$ cat src/rtl/rx_frame_ctrl.sv
`timescale 1ns/1ps
// rx_frame_ctrl: frame parser behind the UART byte receiver.
// It hunts for SYNC_BYTE, then reads a LEN byte, LEN payload bytes and an XOR
// checksum byte. A good frame is held in an internal buffer until the consumer
// has popped every byte. Bad length, bad checksum, inter-byte timeout and bytes
// arriving while a frame is held are discarded, each with a one-cycle pulse.
//
// Ports:
//   clk, rst        clock, asynchronous active-high reset
//   byte_in         received byte, sampled when byte_valid=1
//   byte_valid      one-cycle strobe from the UART receiver
//   rd_en           consumer pops one payload byte (HOLD only)
//   rd_data         payload byte at the read pointer (combinational)
//   frame_ready     a checksum-good frame is held
//   frame_len       payload length of the held frame (0 when not ready)
//   busy            parsing a frame (LEN, PAYLOAD or CKSUM)
//   err_cksum/err_len/err_timeout/err_overrun  one-cycle discard pulses
module rx_frame_ctrl #(
  parameter int unsigned MAX_LEN     = 16,
  parameter logic [7:0]  SYNC_BYTE   = 8'hA5,
  parameter int unsigned TIMEOUT_CYC = 1024,
  localparam int unsigned LW         = $clog2(MAX_LEN + 1)
) (
  input  logic          clk,
  input  logic          rst,
  input  logic [7:0]    byte_in,
  input  logic          byte_valid,
  input  logic          rd_en,
  output logic [7:0]    rd_data,
  output logic          frame_ready,
  output logic [LW-1:0] frame_len,
  output logic          busy,
  output logic          err_cksum,
  output logic          err_len,
  output logic          err_timeout,
  output logic          err_overrun
);

  // Buffer index width; pointers carry one extra bit so they can hold MAX_LEN.
  localparam int unsigned IW = (MAX_LEN > 1) ? $clog2(MAX_LEN) : 1;
  localparam int unsigned TW = $clog2(TIMEOUT_CYC) + 1;

  typedef enum logic [2:0] {
    StIdle,
    StLen,
    StPayload,
    StCksum,
    StHold
  } state_e;

  state_e          st_q;
  logic [7:0]      buf_q [MAX_LEN];
  logic [LW-1:0]   wr_ptr_q;
  logic [LW-1:0]   rd_ptr_q;
  logic [LW-1:0]   len_q;
  logic [7:0]      acc_q;
  logic [TW-1:0]   to_cnt_q;
  logic            err_cksum_q;
  logic            err_len_q;
  logic            err_timeout_q;
  logic            err_overrun_q;

  logic [LW-1:0]   len_last;
  logic            busy_st;
  logic            len_bad;
  logic            timeout_hit;
  logic            buf_we;

  assign len_last    = len_q - LW'(1);
  assign busy_st     = (st_q == StLen) || (st_q == StPayload) || (st_q == StCksum);
  assign len_bad     = (byte_in == 8'd0) || (byte_in > 8'(MAX_LEN));
  assign timeout_hit = (to_cnt_q == TW'(TIMEOUT_CYC - 1));
  assign buf_we      = (st_q == StPayload) && byte_valid;

  // Payload storage; contents are don't-care after reset, so no reset here.
  always_ff @(posedge clk) begin
    if (buf_we) begin
      buf_q[wr_ptr_q[IW-1:0]] <= byte_in;
    end
  end

  always_ff @(posedge clk or posedge rst) begin
    if (rst) begin
      st_q          <= StIdle;
      wr_ptr_q      <= '0;
      rd_ptr_q      <= '0;
      len_q         <= '0;
      acc_q         <= '0;
      to_cnt_q      <= '0;
      err_cksum_q   <= 1'b0;
      err_len_q     <= 1'b0;
      err_timeout_q <= 1'b0;
      err_overrun_q <= 1'b0;
    end else begin
      err_cksum_q   <= 1'b0;
      err_len_q     <= 1'b0;
      err_timeout_q <= 1'b0;
      err_overrun_q <= 1'b0;

      // Inter-byte watchdog. A byte in the expiry cycle wins, so the timeout
      // branch never competes with a byte-driven state change below.
      if (!busy_st || byte_valid) begin
        to_cnt_q <= '0;
      end else if (timeout_hit) begin
        to_cnt_q      <= '0;
        err_timeout_q <= 1'b1;
        st_q          <= StIdle;
      end else begin
        to_cnt_q <= to_cnt_q + TW'(1);
      end

      unique case (st_q)
        StIdle: begin
          if (byte_valid && (byte_in == SYNC_BYTE)) begin
            st_q <= StLen;
          end
        end
        StLen: begin
          if (byte_valid) begin
            if (len_bad) begin
              // The rejected length byte is consumed, never re-read as sync.
              err_len_q <= 1'b1;
              st_q      <= StIdle;
            end else begin
              len_q    <= byte_in[LW-1:0];
              acc_q    <= byte_in;
              wr_ptr_q <= '0;
              st_q     <= StPayload;
            end
          end
        end
        StPayload: begin
          if (byte_valid) begin
            acc_q    <= acc_q ^ byte_in;
            wr_ptr_q <= wr_ptr_q + LW'(1);
            if (wr_ptr_q == len_last) begin
              st_q <= StCksum;
            end
          end
        end
        StCksum: begin
          if (byte_valid) begin
            if (byte_in == acc_q) begin
              rd_ptr_q <= '0;
              st_q     <= StHold;
            end else begin
              err_cksum_q <= 1'b1;
              st_q        <= StIdle;
            end
          end
        end
        StHold: begin
          // No back-pressure to the UART: anything arriving now is lost.
          if (byte_valid) begin
            err_overrun_q <= 1'b1;
          end
          if (rd_en) begin
            if (rd_ptr_q == len_last) begin
              st_q <= StIdle;
            end else begin
              rd_ptr_q <= rd_ptr_q + LW'(1);
            end
          end
        end
        default: st_q <= StIdle;
      endcase
    end
  end

  assign rd_data     = buf_q[rd_ptr_q[IW-1:0]];
  assign frame_ready = (st_q == StHold);
  assign frame_len   = (st_q == StHold) ? len_q : '0;
  assign busy        = busy_st;
  assign err_cksum   = err_cksum_q;
  assign err_len     = err_len_q;
  assign err_timeout = err_timeout_q;
  assign err_overrun = err_overrun_q;

endmodule

$ cat config.mk
export PLATFORM = sky130hd
export DESIGN_NAME = rx_frame_ctrl
export DESIGN_NICKNAME = d
export VERILOG_FILES = /design/src/rtl/rx_frame_ctrl.sv
export SDC_FILE = /design/constraint.sdc
export NUM_CORES = 1
export LEC_CHECK = 0
export BUFFER_PORTS_ARGS = -buffer_cell sky130_fd_sc_hd__buf_2
export CAP_MARGIN = 40
export CORE_UTILIZATION = 30
export CTS_CLUSTER_DIAMETER = 120
export DETAILED_ROUTE_END_ITERATION = 12
export GPL_TIMING_DRIVEN = 0
export PLACE_DENSITY_LB_ADDON = 0.05
export SLEW_MARGIN = 20
export SYNTH_ARGS = -nofsm -noshare
export SYNTH_HDL_FRONTEND = slang
export SYNTH_SLANG_ARGS = --single-unit
$ cat constraint.sdc
create_clock -name clk -period 5.75 [get_ports clk]
set_clock_uncertainty 0.05 [all_clocks]
set_input_delay 0.2875 -clock clk [delete_from_list [all_inputs] [get_ports clk]]
set_output_delay 0.2875 -clock clk [all_outputs]
set_load 0.005 [all_outputs]
==> qor.yml, run 1 <==
drive_above_1_share_pct: 25.0
place_congestion: 0.759
switchingPower_uw: 876
rsz0062_at_grt: "no"
pwr-share-comb_pct: 23.5
drc: 0
dp.cells: 819
ant_nets: 0
leakagePower_uw: 0.00301
overflow: 0
vdd_ir_drop_max_v: 0.000165
r2r-start: "st_q[2]"
ys_top_cells_by_count: "edfxtp_1 (128), dfrtp_1 (41), mux4_2 (40), nor2_1 (40), nand3_1 (20)"
r2r_end: "buf_q[6][5]"
clock-sinks: 169
via_per_inst: 4.82
slew_headroom_pct: 47.9
end_kind: "output port"
grt_pass1_vias: 4233
path_class: "reg -> out"
period_share_pct: 55.8
diodes: 0
hold_path_class: "in -> reg"
p_clk_share_pct: 35.8
hold_viol_final: 0
ys.flop_type: "edfxtp_1"
max_freq_mhz: 311
synth_top_area_cell: "edfxtp_1"
synth_area_leaders: "edfxtp_1 (53%), dfrtp_1 (14%), mux4_2 (12%)"
synth_edf_count: 128
yosysTopAreaCellShare_pct: 52.8
startpoint_type: "flip-flop"
worstSkewPairLatency_ps: 420
reg2reg_depth: 7
vias: 4115
dr.pass1.iters: 4
synth-async-reset-ratio_pct: 24.3
worst_slew_pin_slew_ps: 781
finalSetupTns_ps: 0
synth_area_sq_mm: 0.00727
fin_total_pwr_uw: 3330
seqPwrFrac_pct: 40.7
clk_path_buf_depth: 2
finalMaxSlewViolations: 0
areaGrowthSynthToFinish_pct: 18.2
finalSetupViolations: 0
final_cells: 854
boundaryPins: 31
powerDensity_mw_per_mm2: 387
fill_cells: 2259
synth_cells: 455
ys_seq_elements: 169
dpl.hpwl_um: 12100
period_needed_ps: 3210
fp.dieH_um: 158
synth.most_common_cell: "edfxtp_1"
die_w_um: 158
grt.total_usage_pct: 15.4
routed_wl_um: 17700
ys_seq_area_share_pct: 66.9
grt_first_pass_wirelength_um: 26800
drt_iter0_markers: 204
cts_root_buffer: "clkbuf_16"
final_util_pct: 36.4
p_sw_share_pct: 26.4
holdPathEnd: "st_q[2]"
crit_path_max_fanout: 10
drv_cap: 0
outcome: "finished, final reports clean"
antenna_found_initial: 0
min-delay-start: "rd_en"
crit_required_ps: 5410
portBuffers: 29
clkTransAtPathRegs_ps: 60
ys_warn_count: 0
grt_max_degree: 27
dieArea_sq_mm: 0.0249
start_util_pct: 30.8
fin_nets: 541
routedWlPerCell_um: 20.7
whs_path_depth: 3
cts_tree: "built"
p_int_uw: 2450
coreArea_sq_mm: 0.0236
critPathArrivalTime_ps: 2870
r2r_slack_ps: 2830
numCtsBuffers: 17
ys_types: 50
htreeDepth: 4
synthesis.nets: 474
cts_resized: 0
syn_area_per_cell_sq_um: 16.0
rows: 56
worst max path at each step:
stage	startpoint	end	slack, ps
finish	rd_ptr_q[0]	rd_data[3]	2540
global route	rd_ptr_q[0]	rd_data[0]	2370
CTS	rd_ptr_q[0]	rd_data[0]	2480
detailed placement	st_q[2]	buf_q[4][5]	2590
global placement	st_q[1]	buf_q[1][4]	1960
floorplan	st_q[2]	buf_q[0][0]	3320
worst max-delay path, cell delays in order, from the launching register on:
cell     delay [ps]
dfrtp_1         340
buf_2           380
buf_2           440
mux4_2          600
mux4_2          520
buf_2           150
state kept, by name, indices dropped and copies added, names as in the netlist:
| register | flops |
|---|---|
| err_overrun | 1 |
| err_cksum | 1 |
| len_q | 5 |
| to_cnt_q | 11 |
| acc_q | 8 |
| err_timeout | 1 |
| st_q | 3 |
| buf_q | 128 |
| err_len | 1 |
| wr_ptr_q | 5 |
| rd_ptr_q | 5 |
cells by family after synthesis:
family | share of synthesized area, %
compound gates | 4.30
xor+xnor | 3.99
fa+ha+maj | 1.20
buf+inv | 1.74
flops | 66.9
mux | 13.5
simple gates | 8.38
routing by layer:
layer  share of wire (%)  global-route usage, %  vias to the layer above
li1                    -                      -                     1901
met5                   0                      0                        -
met2                  48                   25.1                       42
met3                 2.2                   2.90                       15
met1                  48                   20.7                     2157
met4                 1.1                   4.72                        0
cell type report:
class	count	area, sq um	area share [%]
Tap cell	319	399	4.64
Clock buffer	24	452	5.25
Clock inverter	8	150	1.75
Sequential cell	169	4870	56.6
Multi-Input combinational cell	255	2300	26.7
Timing Repair Buffer	48	307	3.56
Inverter	10	37.5	0.436
Buffer	21	88.8	1.03
what timing repair did:
item	4_1_cts	5_1_grt
setup buffers	0	0
hold endpoints to repair	15	0
hold buffers	1	0
power by group through the flow:
stage               registers [uW]  clock network, uW  logic (uW)
global route                  1360               1270         852
global placement              1380                  0         799
CTS                           1350               1220         810
floorplan                     1370                  0         518
detailed placement            1380                  0         809
finish                        1350               1190         781
placed cells by master, fill, tap and decap left out, drive strengths merged, types with 3 or more instances in the layout:
cell,instances
a21boi,3
a21oi,11
a31oi,5
and2,7
buf,55
bufinv,4
clkbuf,37
dfrtp,41
edfxtp,128
ha,7
inv,11
mux2,6
mux4,40
nand2,18
nand2b,4
nand3,20
nand4,5
nor2,40
nor3,11
nor4,4
o21ai,13
or3,3
xnor2,10
xor2,18
per-stage QoR:
step	hold WS (ps)	worst slack [ps]	instance area, sq um
3_5_place_dp	250	2590	7980
5_1_grt	200	2370	8600
2_1_floorplan	336	3320	7270
3_3_place_gp	399	1960	7820
4_1_cts	173	2480	8590
6_report	183	2540	8600
Note: power is estimated with default switching activity, not from simulation.
==> run 2, diff against run 1 <==
==> constraint.sdc (replaced) <==
create_clock -name clk -period 2.9 [get_ports clk]
set_clock_uncertainty 0.05 [all_clocks]
set_input_delay 0.145 -clock clk [delete_from_list [all_inputs] [get_ports clk]]
set_output_delay 0.145 -clock clk [all_outputs]
set_load 0.005 [all_outputs]
==> run 2 against run 1 <==
Clock power up 98%. Combinational power increased by 100%. Via count is 1.0% lower. Critical path depth unchanged. Largest cell class unchanged. Flip-flop and latch count did not move. Register-to-register slack got worse by 2600 ps. Clock-buffer cell count is the same. Critical path type unchanged. Non-clock buffer count decreased by 3. First-iteration DRC count increased by 4.4%.
==> qor.yml, run 2 (synthesis results as in run 1) <==
outcome: "finished, final reports clean"
finalMaxSlewViolations: 0  # unchanged
min-delay-start: "rd_en"
diodes: 0  # unchanged
crit_path_max_fanout: 10  # unchanged
startpoint_type: "flip-flop"
fill_cells: 2259  # unchanged
drv_cap: 0  # unchanged
fin_nets: 538  # -0.55%
drive_above_1_share_pct: 26.1  # +1.1 points
rsz0062_at_grt: "no"
cp.buffers_inverters: 3  # unchanged
antenna_found_initial: 0  # unchanged
routed_wl_um: 17600  # -0.24%
leakagePower_uw: 0.00302  # +0.17%
rows: 56  # unchanged
fp.dieH_um: 158  # unchanged
r2r-start: "st_q[2]"
drt_iter0_markers: 213  # +4.4%
dieArea_sq_mm: 0.0249  # unchanged
worst_slew_pin_slew_ps: 686  # -95.4 ps
ant_nets: 0  # unchanged
layout_commonest_cell: "edfxtp_1"
coreArea_sq_mm: 0.0236  # unchanged
grt_pass1_vias: 4233  # unchanged
critical-path-top-delay-family: "multiplexers"
pwr-share-comb_pct: 23.9  # +0.4 points
postCtsSetupRepairBufs: 0  # unchanged
portBuffers: 29  # unchanged
hold_viol_final: 0  # unchanged
grt.total_usage_pct: 15.4  # unchanged
drc: 0  # unchanged
cts_tree: "built"
boundaryPins: 31  # unchanged
slowest_stage: "mux4_2"
overflow: 0  # unchanged
clkTransAtPathRegs_ps: 60  # about the same
p_int_uw: 4890  # +99%
max_freq_mhz: 365
end_kind: "output port"
powerDensity_mw_per_mm2: 769  # +99%
critPathArrivalTime_ps: 2550  # -320 ps
vdd_ir_drop_max_v: 0.000327  # +98%
hold_path_class: "in -> reg"
grt_first_pass_wirelength_um: 26800  # unchanged
crit_path_max_incr_delay_ps: 540  # -60 ps
vias: 4074  # -1.0%
die_w_um: 158  # unchanged
routedWlPerCell_um: 20.7  # +0.11%
cts_root_buffer: "clkbuf_16"
htreeDepth: 4  # unchanged
path_cells: "buf_2 > clkbuf_2 > mux4_2 > mux4_2 > buf_2"
largest_reg_flops: 128  # unchanged
p_sw_share_pct: 26.3  # -0.069 points
switchingPower_uw: 1740  # +99%
dpl.hpwl_um: 12100  # unchanged
final_util_pct: 36.5  # +0.048 points
via_per_inst: 4.79  # -0.65%
finalSetupViolations: 0  # unchanged
worstSkewPairLatency_ps: 420  # about the same
layout_common_cells: "edfxtp_1 (128), dfrtp_1 (41), mux4_2 (40)"
p_clk_share_pct: 35.6  # -0.2 points
clock-sinks: 169  # unchanged
areaGrowthSynthToFinish_pct: 18.4
grt_max_degree: 27  # unchanged
dr.pass1.iters: 5  # +1
place_congestion: 0.759  # unchanged
finalSetupTns_ps: 0  # unchanged
path_class: "reg -> out"
clk_path_buf_depth: 2  # unchanged
period_needed_ps: 2740
numCtsBuffers: 17  # unchanged
slew_headroom_pct: 54.3  # +6.4 points
crit_required_ps: 2710  # -2700 ps
worstSetupStartpoint: "rd_ptr_q[1]"
period_share_pct: 94.6
seqPwrFrac_pct: 40.5  # -0.2 points
start_util_pct: 30.8  # unchanged
run 2: changes by cell type in the layout (fill, tap and decap cells not counted):
cell      before  now
clkbuf_1      20   15
clkbuf_2       0    4
buf_6          1    3
nor2_1        40   37
buf_2         37   33
nor2_2         0    3
run 2: repair_timing:
| action | 4_1_cts | 5_1_grt |
|---|---|---|
| endpoints found under the setup margin | 51 | 48 |
| endpoints found under the hold margin | 35 | 0 |
| hold buffers | 1 | 0 |
| resized for setup | 10 | 3 |
run 2: power groups by stage:
stage	Combinational, uW	Clock (uW)	Sequential, uW
floorplan	1030	0	2720
global placement	1580	0	2730
detailed placement	1600	0	2730
CTS	1630	2410	2680
global route	1720	2510	2690
finish	1580	2360	2680
run 2: final timing paths:
check / depth (start not counted) / to / slack [ps]
setup reg to reg: 7 / buf_q[6][5] / 240
setup / recovery: 5 / rd_data[3] / 160
hold reg to reg: 1 / to_cnt_q[0] / 420
min in group asynchronous: 3 / rd_ptr_q[4] / 200
max in group asynchronous: 4 / acc_q[0] / 2110
hold / removal: 3 / st_q[2] / 40
run 2: per-stage QoR:
stage          area, sq um  setup WS, ps  hold WS (ps)  power, uW  std cells
2_1_floorplan         7270           475           194       3750        455
3_3_place_gp          7820          -888           399       4310        803
3_5_place_dp          7980          -264           107       4340        819
4_1_cts               8610          32.5          30.0       6720        852
5_1_grt               8610          48.4          57.4       6920        851
6_report              8610           157          40.6       6630        851
run 2: area by class of cell:
type                    instances  area [sq um]  area share, %
flip-flops and latches        169          4870           56.5
multi-input cells             255          2310           26.8
clock buffers                  24           452           5.24
well taps                     319           399           4.63
repair buffers                 46           292           3.38
clock inverters                 8           150           1.74
plain buffers                  20           108           1.25
inverters                      10          37.5          0.436
run 2: tightest hold or removal path: stages:
cell and delay [ps]:
buf_2 110, and2_1 130, o21ai_0 80
run 2: per-layer routing:
layer	wire, um	vias to the layer above	track usage (%)
met1	8440	2124	20.7
met4	206	0	4.72
li1	-	1897	-
met3	452	15	2.90
met5	0	-	0
met2	8510	38	25.1
